### src/rtl/fp_fixed_conv_pipe.sv
// fp_fixed_conv_pipe
//   Two-stage converter between IEEE-754 single precision and a sign-magnitude
//   fixed-point word {sign, int[INT_W-1:0], frac[FRAC_W-1:0]}, LSB-aligned in
//   32 bits.
//   Stage 1 unpacks the operand and aligns the magnitude. It keeps a guard bit
//   and a sticky bit for the rounding step.
//   Stage 2 rounds, saturates and packs the result.
//   Optional macro FPFX_ROUND_EN:
//     - defined: round to nearest, ties to even.
//     - undefined: truncate toward zero.
//
// Ports
//   clk          clock, rising edge
//   rst_n        asynchronous active-low reset
//   in_valid_i   input transaction valid
//   in_ready_o   block accepts input this cycle
//   dir_i        0 = float -> fixed, 1 = fixed -> float
//   data_i       operand (32 bits)
//   out_valid_o  result valid
//   out_ready_i  consumer accepts result
//   data_o       result (32 bits)
//   dir_o        direction of the presented result
//   ovf_o        float -> fixed saturated
//   nan_o        float -> fixed input was NaN
module fp_fixed_conv_pipe #(
    parameter int INT_W  = 1,
    parameter int FRAC_W = 19
) (
    input  logic        clk,
    input  logic        rst_n,
    input  logic        in_valid_i,
    output logic        in_ready_o,
    input  logic        dir_i,
    input  logic [31:0] data_i,
    output logic        out_valid_o,
    input  logic        out_ready_i,
    output logic [31:0] data_o,
    output logic        dir_o,
    output logic        ovf_o,
    output logic        nan_o
);

    localparam int MW = INT_W + FRAC_W;
    // Shift that turns the 24-bit significand into the fixed magnitude.
    localparam logic signed [10:0] SH_BIAS  = 11'(FRAC_W - 150);
    // Any left shift at or above this puts the leading one at or past 2^MW.
    localparam logic signed [10:0] OVF_SH   = 11'(MW - 23);
    localparam logic [7:0]         EXP_BIAS = 8'(127 - FRAC_W);
    localparam logic [31:0]        MAG_MAX  = 32'((64'd1 << MW) - 64'd1);

    function automatic logic round_up(input logic lsb, input logic grd, input logic stk);
`ifdef FPFX_ROUND_EN
        return grd & (stk | lsb);
`else
        // Truncation never increments.
        return 1'b0 & (lsb | grd | stk);
`endif
    endfunction

    function automatic logic [31:0] pack_fx(input logic s, input logic [31:0] mag);
        logic [31:0] w;
        w     = mag & MAG_MAX;
        w[MW] = s;
        return w;
    endfunction

    function automatic logic [4:0] lead_one(input logic [31:0] v);
        logic [4:0] p;
        p = '0;
        for (int i = 0; i < 32; i++)
            if (v[i]) p = 5'(i);
        return p;
    endfunction

    // Handshake: stage 2 can take new data when it is empty or being drained.
    logic vld_p1, vld_p2, adv2;
    assign adv2       = !vld_p2 || out_ready_i;
    assign in_ready_o = !vld_p1 || adv2;

    // ---- stage 1: unpack / align ----
    logic              sign_p0, grd_p0, stk_p0, ovf_p0, nan_p0;
    logic [31:0]       mag_p0, mag_in, norm;
    logic [7:0]        exp_p0, exp_f;
    logic [23:0]       sig24;
    logic signed [10:0] shift_s, rsh;
    logic [47:0]       ext;
    logic [4:0]        lead;

    always_comb begin
        sign_p0 = 1'b0;
        grd_p0  = 1'b0;
        stk_p0  = 1'b0;
        ovf_p0  = 1'b0;
        nan_p0  = 1'b0;
        mag_p0  = '0;
        exp_p0  = '0;
        exp_f   = data_i[30:23];
        sig24   = {1'b1, data_i[22:0]};
        shift_s = $signed({3'b000, exp_f}) + SH_BIAS;
        rsh     = -shift_s;
        ext     = '0;
        mag_in  = 32'(data_i[MW-1:0]);
        norm    = '0;
        lead    = '0;
        if (!dir_i) begin
            sign_p0 = data_i[31];
            if (exp_f == 8'hFF) begin
                nan_p0 = |data_i[22:0];
                ovf_p0 = ~|data_i[22:0];
            end else if (exp_f == 8'h00) begin
                // zero and denormals flush to magnitude 0
                mag_p0 = '0;
            end else if (shift_s >= OVF_SH) begin
                ovf_p0 = 1'b1;
            end else if (shift_s >= 11'sd0) begin
                mag_p0 = {8'b0, sig24} << shift_s[2:0];
            end else begin
                // Beyond 47 the guard bit is 0, so the value truncates to 0 anyway.
                if (rsh <= 11'sd47)
                    ext = {sig24, 24'b0} >> rsh[5:0];
                mag_p0 = {8'b0, ext[47:24]};
                grd_p0 = ext[23];
                stk_p0 = |ext[22:0];
            end
        end else begin
            sign_p0 = data_i[MW];
            if (mag_in != '0) begin
                lead   = lead_one(mag_in);
                norm   = mag_in << (5'd31 - lead);
                mag_p0 = {9'b0, norm[30:8]};
                grd_p0 = norm[7];
                stk_p0 = |norm[6:0];
                exp_p0 = EXP_BIAS + 8'(lead);
            end
        end
    end

    logic              dir_p1, sign_p1, grd_p1, stk_p1, ovf_p1, nan_p1;
    logic [31:0]       mag_p1;
    logic [7:0]        exp_p1;

    always_ff @(posedge clk or negedge rst_n) begin
        if (!rst_n)
            vld_p1 <= 1'b0;
        else if (in_ready_o)
            vld_p1 <= in_valid_i;
    end

    always_ff @(posedge clk) begin
        if (in_valid_i && in_ready_o) begin
            dir_p1  <= dir_i;
            sign_p1 <= sign_p0;
            grd_p1  <= grd_p0;
            stk_p1  <= stk_p0;
            ovf_p1  <= ovf_p0;
            nan_p1  <= nan_p0;
            mag_p1  <= mag_p0;
            exp_p1  <= exp_p0;
        end
    end

    // ---- stage 2: round / saturate / pack ----
    logic        inc, sat, res_ovf, res_nan;
    logic [31:0] rnd, res_data;
    logic [24:0] sig25;
    logic [22:0] mant;

    always_comb begin
        inc      = round_up(mag_p1[0], grd_p1, stk_p1);
        rnd      = mag_p1 + 32'(inc);
        sig25    = {2'b01, mag_p1[22:0]} + 25'(inc);
        mant     = sig25[24] ? sig25[23:1] : sig25[22:0];
        sat      = nan_p1 || ovf_p1 || ((rnd >> MW) != '0);
        res_ovf  = 1'b0;
        res_nan  = 1'b0;
        res_data = '0;
        if (!dir_p1) begin
            res_ovf  = sat && !nan_p1;
            res_nan  = nan_p1;
            res_data = pack_fx(sign_p1, sat ? MAG_MAX : rnd);
        end else begin
            // Zero magnitude arrives as exp 0 / mantissa 0 and packs to signed zero.
            res_data = {sign_p1, exp_p1 + 8'(sig25[24]), mant};
        end
    end

    logic [31:0] data_p2;
    logic        dir_p2, ovf_p2, nan_p2;

    always_ff @(posedge clk or negedge rst_n) begin
        if (!rst_n)
            vld_p2 <= 1'b0;
        else if (adv2)
            vld_p2 <= vld_p1;
    end

    always_ff @(posedge clk) begin
        if (adv2 && vld_p1) begin
            data_p2 <= res_data;
            dir_p2  <= dir_p1;
            ovf_p2  <= res_ovf;
            nan_p2  <= res_nan;
        end
    end

    // Outputs read as zero whenever nothing valid is presented, including reset.
    assign out_valid_o = vld_p2;
    assign data_o      = vld_p2 ? data_p2 : '0;
    assign dir_o       = vld_p2 & dir_p2;
    assign ovf_o       = vld_p2 & ovf_p2;
    assign nan_o       = vld_p2 & nan_p2;

endmodule

### config.mk
export PLATFORM = sky130hd
export DESIGN_NAME = fp_fixed_conv_pipe
export DESIGN_NICKNAME = d
export VERILOG_FILES = /design/src/rtl/fp_fixed_conv_pipe.sv
export SDC_FILE = /design/constraint.sdc
export NUM_CORES = 1
export LEC_CHECK = 0
export CAP_MARGIN = 30
export CORE_MARGIN = 4
export CORE_UTILIZATION = 35
export DETAILED_ROUTE_END_ITERATION = 8
export MAX_ROUTING_LAYER = met4
export PLACE_DENSITY = 0.61
export SKIP_LAST_GASP = 1
export SLEW_MARGIN = 20
export SYNTH_ARGS = -nofsm -noshare
export SYNTH_HDL_FRONTEND = slang
export SYNTH_SLANG_ARGS = --single-unit
### constraint.sdc
create_clock -name clk -period 5.05 [get_ports clk]
set_input_delay 1.01 -clock clk [delete_from_list [all_inputs] [get_ports clk]]
set_output_delay 1.01 -clock clk [all_outputs]
set_load 0.02 [all_outputs]
# Yosys cells after proc, flatten, opt, wreduce, memory -nomap -nowiden

Index checks and enable logic that the tools add are counted.

Bitwise logic cells: 4
$add $sub $neg: 4
Shift-type cells: 3
Order comparisons: 3
Reduce and logical (&&, ||, !) cells: 17
Equality and inequality tests: 1
Multiplexer cells: 35

Operator list:

| operator                                                            | number |
|---|---|
| 2-to-1 mux 32 bit                                                   | 6 |
| 2-to-1 mux 5 bit                                                    | 20 |
| 2-to-1 mux 48 bit                                                   | 1 |
| right shift 48 x 6 -> 48 bit                                        | 1 |
| nonzero test 32 bit                                                 | 1 |
| left shift 24 x 3 -> 32 bit                                         | 1 |
| left shift 20 x 5 -> 31 bit                                         | 1 |
| 2-to-1 mux 23 bit                                                   | 1 |
| OR reduction 23 bit                                                 | 1 |
| 2-to-1 mux 21 bit                                                   | 1 |
| 2-to-1 mux 20 bit                                                   | 1 |
| nonzero test 20 bit                                                 | 1 |
| less-or-equal comparator 11 x 7 -> 1 bit (second input constant)    | 1 |
| negator 10 -> 11 bit                                                | 1 |
| adder 9 x 9 -> 10 bit (second input constant)                       | 1 |
| greater-or-equal comparator 10 x 1 -> 1 bit (second input constant) | 1 |
| greater-or-equal comparator 10 x 3 -> 1 bit (second input constant) | 1 |
| adder 7 x 5 -> 8 bit (first input constant)                         | 1 |
| equality test 8 bit (second input constant)                         | 1 |
| zero test 8 bit                                                     | 1 |
| 2-to-1 mux 1 bit                                                    | 5 |
| subtractor 5 bit (first input constant)                             | 1 |
| zero test 1 bit                                                     | 4 |
| logical OR 1 bit                                                    | 4 |
| 5 further kinds                                                     | 9 |

Word-level logic and storage cells: 80
Register bits after elaboration: 81
Input port bits: 37
Output and inout port bits: 37

# Longest topological paths before layout

Gate-level depths: netlist of run 1.

Depth in word-level cells: 25
Depth in mapped cells: 12
Mapped depth without buffers: 10

# Least setup slack after synthesis of run 1

No wires, ideal clock.

Path kind: input port to flip-flop
Start point: input port data_i[23]
End point: register mag_p1[14], data pin
Stages: 12
Setup slack: 1619 ps
Data arrival time: 3162 ps
Setup time: 269 ps
Required time: 4781 ps
Buffers on the path: 5
Path through: buf_2 -> inv_2 -> ha_1 -> buf_2 -> clkbuf_1 -> clkbuf_1 -> clkbuf_1 -> nand2_1 -> o211ai_1 -> a21oi_1 -> a21oi_1 -> o22ai_1

Longest elaborated chain between the ends: 9
Elaborated cells on any way between the ends: 15
Classes of those cells: add/sub: 2; order compare: 3; eq/ne: 1; shift: 2; mux: 6; reduce/logical: 1

Ends and longest elaborated chain:

| item                                                                                     | line     | text |
|---|---|---|
| start, declared                                                                          | 34       | `input logic [31:0] data_i,` |
| adder 9 x 9 -> 10 bit                                                                    | 99       | `shift_s = $signed({3'b000, exp_f}) + SH_BIAS;` |
| negator 10 -> 11 bit                                                                     | 100      | `rsh = -shift_s;` |
| less-or-equal comparator 11 x 7 -> 1 bit or right shift 48 x 6 -> 48 bit (tied branches) | 119, 120 |  |
| 2-to-1 mux 48 bit                                                                        | 119      | `if (rsh <= 11'sd47)` |
| 2-to-1 mux 32 bit                                                                        | 115      | `end else if (shift_s >= 11'sd0) begin` |
| 2-to-1 mux 32 bit                                                                        | 113      | `end else if (shift_s >= OVF_SH) begin` |
| 2-to-1 mux 32 bit                                                                        | 110      | `end else if (exp_f == 8'h00) begin` |
| 2-to-1 mux 32 bit (*)                                                                    | 107      | `if (exp_f == 8'hFF) begin` |
| 2-to-1 mux 32 bit (*)                                                                    | 105      | `if (!dir_i) begin` |
| named net mag_p0[14]                                                                     | 82       | `logic [31:0] mag_p0, mag_in, norm;` |
| end signal, assigned                                                                     | 157      | `mag_p1 <= mag_p0;` |
| end, declared                                                                            | 139      | `logic [31:0] mag_p1;` |

Mark *: on every way through the listed nets, which the timed path passes. The rest lies on a longest branch.
A chain may end at the register's enable or synchronous reset.

# Worst setup path in the final report of run 1

Start point: input port data_i[15]
End point: register mag_p1[20], data pin

Longest elaborated chain between the ends: 11
Elaborated cells on any way between the ends: 19
Classes of those cells: add/sub: 1; shift: 3; mux: 14; reduce/logical: 1

Ends and longest elaborated chain:

| item                          | line | text |
|---|---|---|
| 2-to-1 mux 5 bit (5 in a row) | 71   | `if (v[i]) p = 5'(i);` |
| 2-to-1 mux 5 bit              | 127  | `if (mag_in != '0) begin` |
| 2-to-1 mux 5 bit              | 105  |  |
| subtractor 5 bit              | 129  | `norm = mag_in << (5'd31 - lead);` |
| left shift 20 x 5 -> 31 bit   | 129  |  |
| 2-to-1 mux 23 bit             | 127  |  |
| 2-to-1 mux 32 bit (*)         | 105  |  |
| named net mag_p0[20]          | 82   |  |

Mark *: on every way through the listed nets, which the timed path passes. The rest lies on a longest branch. The select of a mux whose other input is x is not followed.

==> results of run 1 <==
registers in the layout, indices dropped and copies added, names as in the netlist:
signal       cells
dir_p2           1
ovf_p2           1
out_valid_o      1
dir_p1           1
mag_p1          31
nan_p1           1
ovf_p1           1
vld_p1           1
exp_p1           8
nan_p2           1
data_p2         32
sign_p1          1
worst paths after layout:
kind / end / slack [ns]
worst max-delay path: mag_p1[20] / 0.66
worst min-delay path: out_valid_o / 0.49
worst max register to register: mag_p1[11] / 3.09
worst min register to register: out_valid_o / 0.49
max in group asynchronous: out_valid_o / 4.07
min in group asynchronous: vld_p1 / 0.85
power by group:
| group | switching, mW | internal, mW | leakage [nW] | total (mW) |
|---|---|---|---|---|
| Combinational | 0.356 | 0.252 | 1.83 | 0.608 |
| Sequential | 0.0185 | 0.794 | 0.772 | 0.812 |
| Clock | 0.216 | 0.319 | 0.119 | 0.536 |
cell type report:
class                      count  area (um^2)
fill                        1717        10000
tap                          225          282
clock inverter                 3         12.5
inverter                      17         63.8
clock buffer                  10          229
sequential                    80         2390
timing repair buffer          93          888
multi-input combinational    529         3650
metrics by stage:
stage          std cells   util  setup WS (ns)  hold WS, ns
2_1_floorplan        684      -           1.62        0.449
4_1_cts              956  0.428          0.740        0.486
5_1_grt              957  0.429          0.385        0.499
3_5_place_dp         943  0.414          0.439        0.475
3_3_place_gp         943  0.413          0.421        0.459
6_report             957  0.429          0.656        0.492
worst reg2reg max path: cells and delay by family (launching register included):
| kind | cells | cell delay (ns) |
|---|---|---|
| flops | 1 | 0.87 |
| simple gates | 2 | 0.61 |
| buf+inv | 1 | 0.22 |
layout by cell type, fill, tap and decap left out, types with 19 or more instances in the layout:
| cell | netlist | routed |
|---|---|---|
| and2_1 | 49 | 48 |
| buf_4 | 5 | 19 |
| nor2_1 | 63 | 63 |
| edfxtp_1 | 78 | 78 |
| clkdlybuf4s50_1 | 0 | 72 |
| mux2i_1 | 54 | 54 |
| a21oi_1 | 37 | 37 |
| o21ai_0 | 25 | 25 |
| or2_2 | 21 | 21 |
| nand2_1 | 65 | 65 |
logic make-up after synthesis:
logic type | after synthesis
adder cells (fa/ha/maj) | 6
AO/OA/AOI/OAI | 163
XOR/XNOR | 9
other | 1
multiplexers | 82
AND/OR/NAND/NOR | 261
flip-flops | 80
buffers and inverters | 75
routing by layer:
layer	wire, um	vias to the layer above	GRT usage	part of all wire
met5	0	-	-	0
met4	533	0	0.0590	0.029
met3	1140	43	0.0228	0.062
met2	8050	229	0.277	0.44
met1	8600	2558	0.265	0.47
li1	-	2592	-	-
==> metrics.cfg, run 1 <==
[run_status]
status = completed

[global_route]
grt_pass1_vias = 5140
grt_max_degree = 45
grt_use_total = 0.186
grt_pass1_wl_um = 29200
antenna_found_initial = 0
grt-ovfl-total = 0

[sta]
fin_worst_skew_ns = 0.00510
setup_tns_ns = 0
worst_slew_pin_slew_ns = 0.814
fin_crit_ns = 4.39
timing.final.crit_share = 0.870
hold_viol = 0
rsz0062_at_grt = false
finalSetupViolations = 0
fmax_ghz = 0.228
report.final.slew_viol_count = 0
maxSlewHeadroom = 0.457

[clocking]
cts.htree.levels = 3
clock_latency_ns = 0.32
cts_made_buffers = 9
hold_buffers = 0
clkTransAtPathRegs_ns = 0.05
root_buffer = clkbuf_16
cts_tree = done
post_cts_buffers = 0
clockBufferDepth = 2
cts.sinks = 80
cts_resized = 0

[detailed_routing]
drt-pass1-iter-count = 5
wl_per_cell_um = 19.1
antenna_left = 0
drt-total-wl_um = 18300
drcViolationCount = 0
via_count = 5422
drtIter0Drc = 428
avgViaCountPerCell = 5.67

[worst_hold_path]
hp-start = vld_p1
hold_class = flip-flop to flip-flop
hold_path_depth = 1

[pwr]
power.total_mw = 1.96
p_leak_nw = 2.72
ir_drop_mv = 0.165
p_per_area_mw_per_mm2 = 260

[critical_path]
cp.required_ns = 5.15
max_stage_delay_ns = 0.68
crit_buf_inv = 1
crit_fanout = 12
rr_worst_depth = 3
path_depth = 9
crit_chain = clkdlybuf4s50_1 -> or2_2 -> a211oi_1 -> o21a_1 -> mux2i_1 -> mux2i_1 -> a211oi_1 -> o31a_1 -> o32ai_1
start_kind = primary input
end_kind = flip-flop
critical_path.startpoint = data_i[15]
critical_path_arrival_ns = 4.50
crit_path_top_delay_cell = clkdlybuf4s50_1
criticalPathCategory = primary input to flip-flop
worstReg2RegStart = out_valid_o
crit_family = compound AO/OA/AOI/OAI gates

[logic_synthesis]
synthAdderAreaFrac = 0.0118
synth_cell_types = 76
yosys.area.top_type = edfxtp_1
synth_top_area_share = 0.369
syn_avg_cell_area_um2 = 9.38
synth_compound_area_frac = 0.177
synth_seq_cells = 80
async_flop_share = 0.0250
synth_xor_xnor_area_share = 0.0136
synthSimpleGateAreaFrac = 0.212
synth_top_family_by_area = simple AND/OR/NAND/NOR gates
yosysMostFrequentCell = edfxtp_1
yosys_warnings = 0
synth_edf_count = 78
synth.area.top_cells = edfxtp_1 37%, mux2i_1 8.5%, and2_1 4.8%, mux4_2 3.9%, nand2_1 3.8%
synth_area_mm2 = 0.00635
netlist_instances = 677
ys_seq_area_frac = 0.377
synth_mux_area_frac = 0.154
netlist_top_cells_count = 78 x edfxtp_1, 65 x nand2_1, 63 x nor2_1
synth_ff_type = edfxtp_1

[placement]
io_buffers = 73
hpwl_um = 14100
placed_area_mm2 = 0.00726
gp_congestion = 0.890

[final_layout]
insertedDiodeCount = 0
final_area_mm2 = 0.00752
nets = 773
synthToLayoutAreaGrowth_pct = 18.4
drive_gt1_frac = 0.127

[floorplanning]
die_w_um = 143
die_h_um = 143
initial_core_util = 0.362
num_io_pins = 74
core_mm2 = 0.0175
dieArea_mm2 = 0.0204
rows = 48

[flow_run]
cap_violations = 0

Power figures use the tool's default switching activity.
==> inputs of run 2 (changes only) <==
--- a/config.mk
+++ b/config.mk
@@ -10,7 +10,8 @@
 export CORE_UTILIZATION = 35
 export DETAILED_ROUTE_END_ITERATION = 8
 export MAX_ROUTING_LAYER = met4
-export PLACE_DENSITY = 0.61
+export PLACE_DENSITY_LB_ADDON = 0.05
+export RECOVER_POWER = 25
 export SKIP_LAST_GASP = 1
 export SLEW_MARGIN = 20
 export SYNTH_ARGS = -nofsm -noshare
==> run 2 against run 1 <==
Critical path depth is the same. Clock power is 8.2% higher. First-iteration DRC count is 9.8% lower. Critical endpoint unchanged.
==> metrics.cfg, run 2 (same netlist as run 1, synthesis figures left out) <==
[sta]
fmax_ghz = 0.225
maxSlewHeadroom = 0.456
fin_ws_ns = 0.597
fin_worst_skew_ns = 0.00591
fin_crit_ns = 4.45
worst_slew_pin_slew_ns = 0.816
timing.final.crit_share = 0.882
hold_viol = 0
report.final.slew_viol_count = 0
rsz0062_at_grt = false
finalHoldWorstSlack_ns = 0.484
finalSetupViolations = 0
setup_tns_ns = 0

[critical_path]
criticalPathCategory = primary input to flip-flop
end_kind = flip-flop
regToRegSetupSlack_ns = 2.96
cp.required_ns = 5.15
critical_path_arrival_ns = 4.55
crit_fanout = 15
start_kind = primary input

[clocking]
hold_buffers = 0
cts_resized = 0
clock_latency_ns = 0.33
cts_made_buffers = 9
clockBufferDepth = 2
post_cts_buffers = 0
root_buffer = clkbuf_16
clkTransAtPathRegs_ns = 0.06
cts_tree = done
cts.htree.levels = 3
cts.sinks = 80

[placement]
io_buffers = 73
hpwl_um = 14800
dpl_worst_slack_ns = 0.335
gp_congestion = 0.903

[final_layout]
drive_gt1_frac = 0.134
synthToLayoutAreaGrowth_pct = 19.4
regMostFlops = data_p2
largest_reg_flops = 32
final_common_cell = edfxtp_1
final_cell_mix = 78 x edfxtp_1, 69 x clkdlybuf4s50_1, 65 x nand2_1
insertedDiodeCount = 0
nets = 778
top_regs = data_p2: 32 flops, mag_p1: 31 flops, exp_p1: 8 flops
fin_util = 0.432

[global_route]
antenna_found_initial = 0
grt_pass1_wl_um = 30400
grt_pass1_vias = 5136
grt_use_total = 0.196
grt-ovfl-total = 0
grt_max_degree = 49

[detailed_routing]
antenna_left = 0
avgViaCountPerCell = 5.62
drt-total-wl_um = 19300
drcViolationCount = 0
via_count = 5422
drt-pass1-iter-count = 5
wl_per_cell_um = 20.0
drtIter0Drc = 386

[flow_run]
cap_violations = 0

[floorplanning]
die_h_um = 143
rows = 48
dieArea_mm2 = 0.0204
core_mm2 = 0.0175
num_io_pins = 74
die_w_um = 143
initial_core_util = 0.362

[pwr]
p_per_area_mw_per_mm2 = 265
p_leak_nw = 2.75
ir_drop_mv = 0.170

[run_status]
status = completed

[worst_hold_path]
hold_class = flip-flop to flip-flop

-- run 2: cell count changes in the layout (fill, tap and decap cells not counted), sizes merged --
cell,delta
dlygate4sd3,+3
clkdlybuf4s50,-3
inv,+1
buf,+4
clkinv,+3
-- run 2: layout make-up --
type / instances / area [um^2]
clock inverters: 7 / 47.5
flip-flops and latches: 80 / 2390
repair buffers: 98 / 930
well taps: 225 / 282
fillers: 1720 / 9950
inverters: 17 / 63.8
clock buffers: 9 / 225
multi-input cells: 529 / 3640
-- run 2: final timing paths --
check                                 from     endpoint  depth (start not counted)
max in group asynchronous            rst_n       vld_p1                          1
worst min-delay path                vld_p1  out_valid_o                          1
worst max register to register  mag_p1[20]   data_p2[9]                          4
worst min register to register      vld_p1  out_valid_o                          1
min in group asynchronous            rst_n  out_valid_o                          1
worst max-delay path            data_i[16]   mag_p1[20]                          9
-- run 2: per-stage QoR --
step	cell area (um^2)	power [mW]	std cells
after floorplan	6380	1.22	684
after global placement	7280	1.44	947
after detailed placement	7280	1.43	947
after CTS	7550	2.02	963
after global routing	7580	2.11	965
final	7580	2.01	965
-- run 2: per-layer routing --
| metal | track usage | share of wire | vias to the layer above |
|---|---|---|---|
| met4 | 0.0770 | 0.034 | 0 |
| met3 | 0.0198 | 0.053 | 39 |
| li1 | - | - | 2602 |
| met1 | 0.282 | 0.47 | 2556 |
| met2 | 0.284 | 0.44 | 225 |
| met5 | - | 0 | - |
-- run 2: power by group --
part           internal (mW)  total, mW  leakage (nW)  switching [mW]
Combinational          0.253      0.619          1.85           0.366
Clock                  0.332      0.580         0.135           0.248
Sequential             0.793      0.808         0.772          0.0148
-- run 2: critical path, cell delays in order --
cell and delay [ns]:
clkdlybuf4s50_1 0.88, nor2_1 0.19, a211oi_1 0.30, o21a_1 0.72, mux2i_1 0.23, mux2i_1 0.39, a211oi_1 0.15, o31a_1 0.31
o32ai_1 0.36
==> inputs of run 3 (changes only) <==
--- a/config.mk
+++ b/config.mk
@@ -8,6 +8,7 @@
 export CAP_MARGIN = 30
 export CORE_MARGIN = 4
 export CORE_UTILIZATION = 35
+export CTS_BUF_LIST = sky130_fd_sc_hd__clkbuf_8
 export DETAILED_ROUTE_END_ITERATION = 8
 export MAX_ROUTING_LAYER = met4
 export PLACE_DENSITY_LB_ADDON = 0.05
==> run 3 against run 2 <==
Die area unchanged. Worst setup slack improved by 0.022 ns. Global-route usage hardly changed. Combinational power hardly changed. Register-to-register slack got worse by 0.03 ns. Hold slack gained 0.0050 ns. Design area is 1.3% lower. Power decreased by 8.8%.
==> metrics.cfg, run 3 (same netlist as run 1, synthesis figures left out) <==
[pwr]
switching_share = 0.332
p_int_mw = 1.22
p_seq_frac = 0.441
p_switching_mw = 0.607
p_clk_frac = 0.222
p_leak_nw = 2.71
p_per_area_mw_per_mm2 = 245
ir_drop_mv = 0.115
comb_power_share = 0.338

[floorplanning]
dieArea_mm2 = 0.0204
initial_core_util = 0.362
core_mm2 = 0.0175
rows = 48
die_w_um = 143
die_h_um = 143
num_io_pins = 74

[clocking]
post_cts_buffers = 0
clkTransAtPathRegs_ns = 0.08
cts.sinks = 80
cts_made_buffers = 9
clockBufferDepth = 2
cts_tree = done
cts_resized = 0
cts.htree.levels = 3
hold_buffers = 0
root_buffer = clkbuf_8
clock_latency_ns = 0.35

[sta]
fmax_ghz = 0.226
timing.final.crit_share = 0.878
rsz0062_at_grt = false
worst_slew_pin_slew_ns = 0.815
fin_worst_skew_ns = 0.00995
maxSlewHeadroom = 0.457
fin_crit_ns = 4.43
setup_tns_ns = 0
hold_viol = 0
report.final.slew_viol_count = 0
finalSetupViolations = 0

[final_layout]
nets = 778
final_common_cell = edfxtp_1
regMostFlops = data_p2
largest_reg_flops = 32
top_regs = data_p2: 32 flops, mag_p1: 31 flops, exp_p1: 8 flops
final_cell_mix = 78 x edfxtp_1, 69 x clkdlybuf4s50_1, 65 x nand2_1
fin_util = 0.427
synthToLayoutAreaGrowth_pct = 17.8
insertedDiodeCount = 0
drive_gt1_frac = 0.134
final_area_mm2 = 0.00748

[global_route]
grt_pass1_vias = 5106
met3_usage = 0.0204
use_met1 = 0.283
grt_use_total = 0.196
met2_usage = 0.291
top_usage_layer = met2
grt_pass1_wl_um = 30500
grt-ovfl-total = 0
grt_max_degree = 49
antenna_found_initial = 0

[critical_path]
start_kind = primary input
max_stage_delay_ns = 0.72
crit_path_top_delay_cell = o21a_1
crit_chain = clkdlybuf4s50_1 -> or2_2 -> a211oi_1 -> o21a_1 -> mux2i_1 -> mux2i_1 -> a211oi_1 -> o31a_1 -> o32ai_1
criticalPathCategory = primary input to flip-flop
crit_fanout = 15
cp.required_ns = 5.17
critical_path_arrival_ns = 4.55
end_kind = flip-flop

[run_status]
status = completed

[detailed_routing]
via_count = 5392
avgViaCountPerCell = 5.59
drt-pass1-iter-count = 6
drt-total-wl_um = 19200
drtIter0Drc = 344
drcViolationCount = 0
antenna_left = 0
wl_per_cell_um = 19.9

[placement]
gp_congestion = 0.903
hpwl_um = 14800
io_buffers = 73
placed_area_mm2 = 0.00728

[flow_run]
cap_violations = 0

[worst_hold_path]
hold_class = flip-flop to flip-flop

[run 3: cell counts in the layout (fill, tap and decap cells not counted)]
No cell type changed its count.
[run 3: layout make-up]
class                   count  area [um^2]
flip-flops and latches     80         2390
clock inverters             7         47.5
repair buffers             98          930
inverters                  17         63.8
fillers                  1728        10100
well taps                 225          282
multi-input cells         529         3640
clock buffers               9          124
[run 3: metrics by stage]
stage	hold WS (ns)	worst slack (ns)	power (mW)	std cells
after global placement	0.470	0.238	1.44	947
after global routing	0.520	0.376	1.94	965
after floorplan	0.449	1.62	1.22	684
final	0.489	0.618	1.83	965
after detailed placement	0.469	0.335	1.43	947
after CTS	0.488	0.686	1.84	963
[run 3: power groups by stage]
stage          logic [mW]  registers (mW)  clock network (mW)
2_1_floorplan       0.401           0.816                   0
3_3_place_gp        0.610           0.827                   0
3_5_place_dp        0.607           0.828                   0
4_1_cts             0.609           0.812               0.421
5_1_grt             0.673           0.812               0.452
6_report            0.618           0.807               0.406
[run 3: critical path, delay by kind of cell]
| kind | cells | cell delay (ns) |
|---|---|---|
| compound gates | 5 | 1.84 |
| buf+inv | 1 | 0.65 |
| mux | 2 | 0.63 |
| simple gates | 1 | 0.42 |
[run 3: path summary, 6_finish.rpt]
check                           slack, ns     endpoint  startpoint  cells after the start
worst max-delay path                 0.62   mag_p1[20]  data_i[15]                      9
worst min-delay path                 0.49  out_valid_o      vld_p1                      1
worst max register to register       2.93  data_p2[14]  mag_p1[20]                      4
worst min register to register       0.49  out_valid_o      vld_p1                      1
max in group asynchronous            4.04       vld_p1       rst_n                      1
min in group asynchronous            0.88  out_valid_o       rst_n                      1
[run 3: per-layer routing]
metal / vias to the layer above / part of all wire
met5: - / 0
met3: 26 / 0.051
met4: 0 / 0.023
met1: 2562 / 0.47
li1: 2603 / -
met2: 201 / 0.46
